[config.mk]
export PLATFORM = sky130hd
export DESIGN_NAME = serial_summator
export DESIGN_NICKNAME = d
export VERILOG_FILES = /design/src/rtl/serial_summator_pkg.sv /design/src/rtl/serial_full_adder_bit.sv /design/src/rtl/serial_summator.sv
export SDC_FILE = /design/constraint.sdc
export NUM_CORES = 1
export LEC_CHECK = 0
export BUFFER_PORTS_ARGS = -buffer_cell sky130_fd_sc_hd__buf_2
export CAP_MARGIN = 10
export CORE_ASPECT_RATIO = 0.5
export CORE_MARGIN = 1
export CORE_UTILIZATION = 25
export CTS_BUF_LIST = sky130_fd_sc_hd__clkbuf_4
export CTS_CLUSTER_SIZE = 12
export DETAILED_ROUTE_END_ITERATION = 16
export PLACE_DENSITY = 0.48
export SETUP_SLACK_MARGIN = 0.4
export SYNTH_ARGS = -nofsm -noshare
export SYNTH_HDL_FRONTEND = slang
export SYNTH_HIERARCHICAL = 1
export SYNTH_SLANG_ARGS = --single-unit
[constraint.sdc]
create_clock -name clk -period 1.5 [get_ports clk]
set_input_delay 0.15 -clock clk [delete_from_list [all_inputs] [get_ports clk]]
set_output_delay 0.15 -clock clk [all_outputs]
set_load 0.05 [all_outputs]
[src/rtl/serial_summator_pkg.sv]
// Shared types and helpers for the bit-serial unsigned adder.
package serial_summator_pkg;

   typedef enum logic [1:0] {
      IDLE = 2'd0,
      ADD  = 2'd1,
      DONE = 2'd2
   } state_e;

   // Bit counter width: wide enough to count up to len without wrapping.
   function automatic int unsigned cnt_width(input int unsigned len);
      int unsigned w;
      w = $clog2(len + 1);
      return (w < 1) ? 1 : w;
   endfunction

endpackage

[src/rtl/serial_full_adder_bit.sv]
// Combinational 1-bit full adder used as the serial datapath slice.
module serial_full_adder_bit (
   input  logic a_i,
   input  logic b_i,
   input  logic cin_i,
   output logic s_o,
   output logic cout_o
);

   assign s_o    = a_i ^ b_i ^ cin_i;
   assign cout_o = (a_i & b_i) | (a_i & cin_i) | (b_i & cin_i);

endmodule

[src/rtl/serial_summator.sv]
// Bit-serial unsigned adder: each reset release captures r1/r2 once, adds LSB-first,
// and presents the registered (reglength+1)-bit sum with done.
module serial_summator
   import serial_summator_pkg::*;
#(
   parameter int unsigned reglength = 3
) (
   input  logic                 clk,
   input  logic                 reset,
   input  logic [reglength-1:0] r1,
   input  logic [reglength-1:0] r2,
   output logic [reglength:0]   sum,
   output logic                 done
);

   localparam int unsigned CW = cnt_width(reglength);

   state_e               state_q, state_d;
   logic [reglength-1:0] a_q, a_d;
   logic [reglength-1:0] b_q, b_d;
   logic [reglength-1:0] acc_q, acc_d;
   logic                 carry_q, carry_d;
   logic [CW-1:0]        cnt_q, cnt_d;
   logic [reglength:0]   sum_q, sum_d;
   logic                 done_q, done_d;

   logic                 fa_s;
   logic                 fa_cout;
   logic [reglength:0]   acc_shift;

   serial_full_adder_bit u_fa (
      .a_i    (a_q[0]),
      .b_i    (b_q[0]),
      .cin_i  (carry_q),
      .s_o    (fa_s),
      .cout_o (fa_cout)
   );

   // New result bit enters from the MSB side of the accumulator.
   assign acc_shift = {fa_s, acc_q};

   always_ff @(posedge clk or negedge reset) begin
      if (!reset) begin
         state_q <= IDLE;
         a_q     <= '0;
         b_q     <= '0;
         acc_q   <= '0;
         carry_q <= 1'b0;
         cnt_q   <= '0;
         sum_q   <= '0;
         done_q  <= 1'b0;
      end else begin
         state_q <= state_d;
         a_q     <= a_d;
         b_q     <= b_d;
         acc_q   <= acc_d;
         carry_q <= carry_d;
         cnt_q   <= cnt_d;
         sum_q   <= sum_d;
         done_q  <= done_d;
      end
   end

   always_comb begin
      state_d = state_q;
      a_d     = a_q;
      b_d     = b_q;
      acc_d   = acc_q;
      carry_d = carry_q;
      cnt_d   = cnt_q;
      sum_d   = sum_q;
      done_d  = done_q;

      case (state_q)
         IDLE: begin
            a_d     = r1;
            b_d     = r2;
            acc_d   = '0;
            carry_d = 1'b0;
            cnt_d   = '0;
            state_d = ADD;
         end
         ADD: begin
            a_d     = a_q >> 1;
            b_d     = b_q >> 1;
            acc_d   = acc_shift[reglength:1];
            carry_d = fa_cout;
            cnt_d   = cnt_q + CW'(1);
            // Last operand bit: publish the full sum in the same edge.
            if (cnt_q == CW'(reglength - 1)) begin
               sum_d   = {fa_cout, acc_shift[reglength:1]};
               done_d  = 1'b1;
               state_d = DONE;
            end
         end
         DONE: begin
         end
         default: begin
            state_d = IDLE;
         end
      endcase
   end

   assign sum  = sum_q;
   assign done = done_q;

endmodule

Word level (Yosys, flattened, before mapping)
Index checks and enable logic that the tools add are counted.

storage, ports and cells
  register bits after elaboration = 19
  word-level logic and storage cells = 32

operators by class
  add/subtract/negate cells = 1
  equality and inequality tests = 4
  multiplexer cells = 7
  bitwise gates (word level) = 8
  reductions and logical operators = 4

operators with widths
  operator                                        count
  case mux 3 bit (2 select lines)                 3
  case mux 2 bit (3 select lines)                 1
  == test 2 bit (second input constant)           2
  case mux 2 bit (2 select lines)                 1
  AND reduction 2 bit                             2
  bitwise AND 1 bit                               3
  adder 2 x 1 -> 2 bit (second input constant)    1
  == test 2 x 1 -> 1 bit (second input constant)  1
  zero test 2 bit                                 1
  two-way mux 2 bit                               1
  inequality test 2 bit (second input constant)   1
  bitwise OR 1 bit                                2
  case mux 1 bit (2 select lines)                 1
  nonzero test 2 bit                              1
  bitwise XOR 1 bit                               2
  NOT 1 bit                                       1

Logic depth before layout (Yosys ltp)
  depth in word-level cells = 4
  mapped depth = 4
  depth with buffers taken out = 4

Modules after synthesis
The synthesis kept the hierarchy.

modules (own cells, without submodules)
  module                 instances  cells an instance  area each (um^2)
  serial_summator        1          56                 740.7
  serial_full_adder_bit  1          1                  20.0

Worst setup path after synthesis
OpenSTA, ideal clock, no wires.

  path kind = reg-to-reg
  from = reg a_q[0]
  to = reg sum_q[2], in the netlist sum[2]
  setup time = 0.125 ns
  arrival time = 1.126 ns
  slack = 0.249 ns
  cell stages (with the launch flop) = 3
  cell sequence = dfrtp_1 -> fa_1 -> mux2_4

between the ends
  longest elaborated chain between the ends = 2

RTL lines
  item                             RTL line                     RTL
  start: declaration               serial_summator.sv:19        logic [reglength-1:0] a_q, a_d;
  start signal: assignment         serial_summator.sv:45        a_q <= '0;
  start signal: assignment         serial_summator.sv:54        a_q <= a_d;
  bitwise XOR 1 bit (2 in series)  serial_full_adder_bit.sv:10  assign s_o = a_i ^ b_i ^ cin_i;
  net fa_s                         serial_summator.sv:27        logic fa_s;
  end signal: assignment           serial_summator.sv:59        sum_q <= sum_d;
  end: declaration                 serial_summator.sv:24        logic [reglength:0] sum_q, sum_d;

The timed path passes the listed nets, and every way through them passes these cells.
A chain may end at the register's enable or synchronous reset.

Worst setup path in the final report
Same ends and word-level chain as after synthesis.

==> results.md <==
- Total number of vias: 487
- TritonCTS clock tree: done
- Max Cap Viol: 0
- Multi-input logic area: 289 sq um
- # DRC: 0
- CTS root buf: clkbuf_4
- TritonRoute pass-1 iters: 3
- Worst hold endpoint: a_q[2]
- Total power: 0.000895 W
- Most common cell after layout, fill and taps aside: dfrtp_1
- Part of the cycle the worst path needs: 0.845
- Synth warn: 6
- Diodes inserted: 0
- Fillers: 278
- H-Tree Depth: 1
- Clock share of power: 0.263
- First-pass GRT wire length: 2.29 mm
- Clock latency on the worst-skew pair: 290 ps
- Crit end category: flip-flop
- Initial DRC Count: 28
- Hold Path Depth: 2
- Nets@finish: 88
- Layout Cells excl Fill: 114
- Critical path fanouts, max: 2
- Worst-Margin Slew: 396 ps
- DP Worst Slack: 238 ps
- Slew HR: 0.736
- Largest net degree at the start of global routing: 19
- FF/Latch Area: 453 sq um
- Worst R2R Setup Slack: 230 ps
- Global-route usage over all layers: 0.104
- Synth unique cells: 16
- Critical path class: reg2reg
- Global route total overflow: 0
- Hold crit path type: in2reg
- Net Sw Frac: 0.260
- Post-Place Cells: 105
- Post-Syn Area: 761 sq um
- Internal Power: 0.000663 W
- Leakage: 0.476 nW
- Final Max Slew Viols: 0
- Via-to-Cell Ratio: 4.27
- DIE AREA: 0.00328 sq mm
- WL final: 1.38 mm
- Drt wl/cell: 12.1 um
- Sequential element share of the synthesized area: 0.592
- TNS Setup: 0 ps
- Layout cells sized above 1: 0.403
- Die Span X: 80.0 um
- Syn Inst Count: 57
- Initial antenna violation count: 0
- Flip-flop and latch count after synthesis: 18
- Final min period: 1270 ps
- R2R cell count: 2
- CTS sink cnt: 18
- Endpoints failing hold: 0
- Port bufs: 12
- WP data arrival: 1450 ps
- Dpl hpwl: 961 um
- Reg2reg end: sum[2]
- Register share of total power: 0.589
- Post-detailed-route count of antenna-violating nets: 0
- Commonest non-fill, non-tap cells in the layout: dfrtp_1, buf_2
- Mapped Nets: 67
- Worst VDD drop: 0.000287 V
- Worst Path Required: 1680 ps
- Number of global-route vias before repair: 466
- Hold Crit Start: r1[2]
- Psw: 0.000233 W
- Final RePlAce weighted congestion: 0.649
- Clk_skew: 1.93 ps
- Total I/O pin count: 13
- RSZ-0062 raised after global routing: true
- Row count: 13
- CP cell instances: fa_2, mux2_4
- Combinational Power Share: 0.148
- Status: complete, no violations
- Mean Syn Cell Area: 13.3 sq um
- Crit-path slowest cell: fa_2
- Setup slack after layout: 233 ps
- Cts bufs inserted: 3
- Max incr delay on CP: 480 ps
- Core Footprint: 0.00273 sq mm
- Die height: 41.0 um
- Reg2Reg Launch Point: a_q[0]
- CP startpoint kind: flip-flop
- Achievable Freq: 789 MHz
- Power per cell area: 935 mW/mm^2
- Final setup vio count: 0
- Area growth, synth to finish: 25.8%
- Initial Util: 0.278
- Longest Clk Path Bufs: 2
- Clock slew seen by the registers of the worst setup and hold paths: 90 ps
==> per-stage QoR <==
step	utilization	instance area (sq um)	hold WS, ps
2_1_floorplan	-	766	-146
5_1_grt	0.350	957	67.5
4_1_cts	0.337	920	77.0
3_5_place_dp	0.317	866	100
6_report	0.350	957	78.8
3_3_place_gp	0.317	866	87.5
==> registers in the layout, summed over array words and instances (netlist names) <==
register	cells
b_q	3
state_q	2
carry_q	1
cnt_q	2
a_q	3
acc_q	2
done	1
sum	4
==> final cells by class <==
type / count / area share
inverters: 2 / 0.00784
clock inverters: 1 / 0.00392
well taps: 37 / 0.0484
multi-input cells: 34 / 0.302
clock buffers: 3 / 0.0235
flip-flops and latches: 18 / 0.473
repair buffers: 19 / 0.141
==> Yosys cell counts <==
cell type | count | share of area
nor2b_1 | 1 | 0.0082
dfrtp_1 | 18 | 0.59
nand2b_1 | 2 | 0.016
mux2_4 | 4 | 0.079
a22o_1 | 5 | 0.058
a21oi_1 | 1 | 0.0066
buf_2 | 2 | 0.013
inv_1 | 2 | 0.0099
buf_6 | 1 | 0.015
fa_1 | 1 | 0.026
o21ai_0 | 7 | 0.046
nand2_1 | 6 | 0.030
ha_1 | 1 | 0.016
nand3b_4 | 1 | 0.026
nor2_1 | 1 | 0.0049
mux2i_1 | 4 | 0.053
==> worst max-delay path by stage <==
stage          startpoint     end
4_1_cts            a_q[0]  sum[2]
3_3_place_gp       a_q[0]  sum[2]
5_1_grt            a_q[0]  sum[2]
6_report           a_q[0]  sum[2]
2_1_floorplan      a_q[0]  sum[2]
3_5_place_dp       a_q[0]  sum[2]
==> kinds of logic (layout without fill, tap and decap cells) <==
kind of cell | after synthesis | count (layout) | share of synthesized area
AND/OR/NAND/NOR | 11 | 11 | 0.0855
buffers and inverters | 5 | 25 | 0.0378
AO/OA/AOI/OAI | 13 | 13 | 0.110
flip-flops | 18 | 18 | 0.592
multiplexers | 8 | 8 | 0.132
adder cells (fa/ha/maj) | 2 | 2 | 0.0428
==> critical path, delay by kind of cell, from the launching register on <==
family | cells | cell delay [ps]
multiplexers | 1 | 270
adder cells (fa/ha/maj) | 1 | 480
flip-flops | 1 | 410
==> per-layer routing <==
metal  wire, um  global-route usage  vias up
li1           -                   -      239
met1        653               0.119      237
met2        655               0.171        9
met3         54              0.0467        2
met4         20              0.0536        0
met5          0                   0        -
==> repair_timing <==
item / in CTS / in global routing
endpoints found under the setup margin: 7 / 19
gates resized for setup: 1 / 12
pin swaps: 2 / 1
hold endpoints to repair: 18 / 0
setup buffers: 2 / 2
hold buffers: 1 / 0
==> power groups by stage <==
stage / Sequential (W) / Combinational, W / Clock [W]
3_3_place_gp: 0.000536 / 0.000121 / 0
2_1_floorplan: 0.000583 / 0.0000360 / 0
5_1_grt: 0.000531 / 0.000144 / 0.000276
3_5_place_dp: 0.000537 / 0.000125 / 0
6_report: 0.000527 / 0.000132 / 0.000236
4_1_cts: 0.000527 / 0.000127 / 0.000248
(Power assumes the default switching activity.)
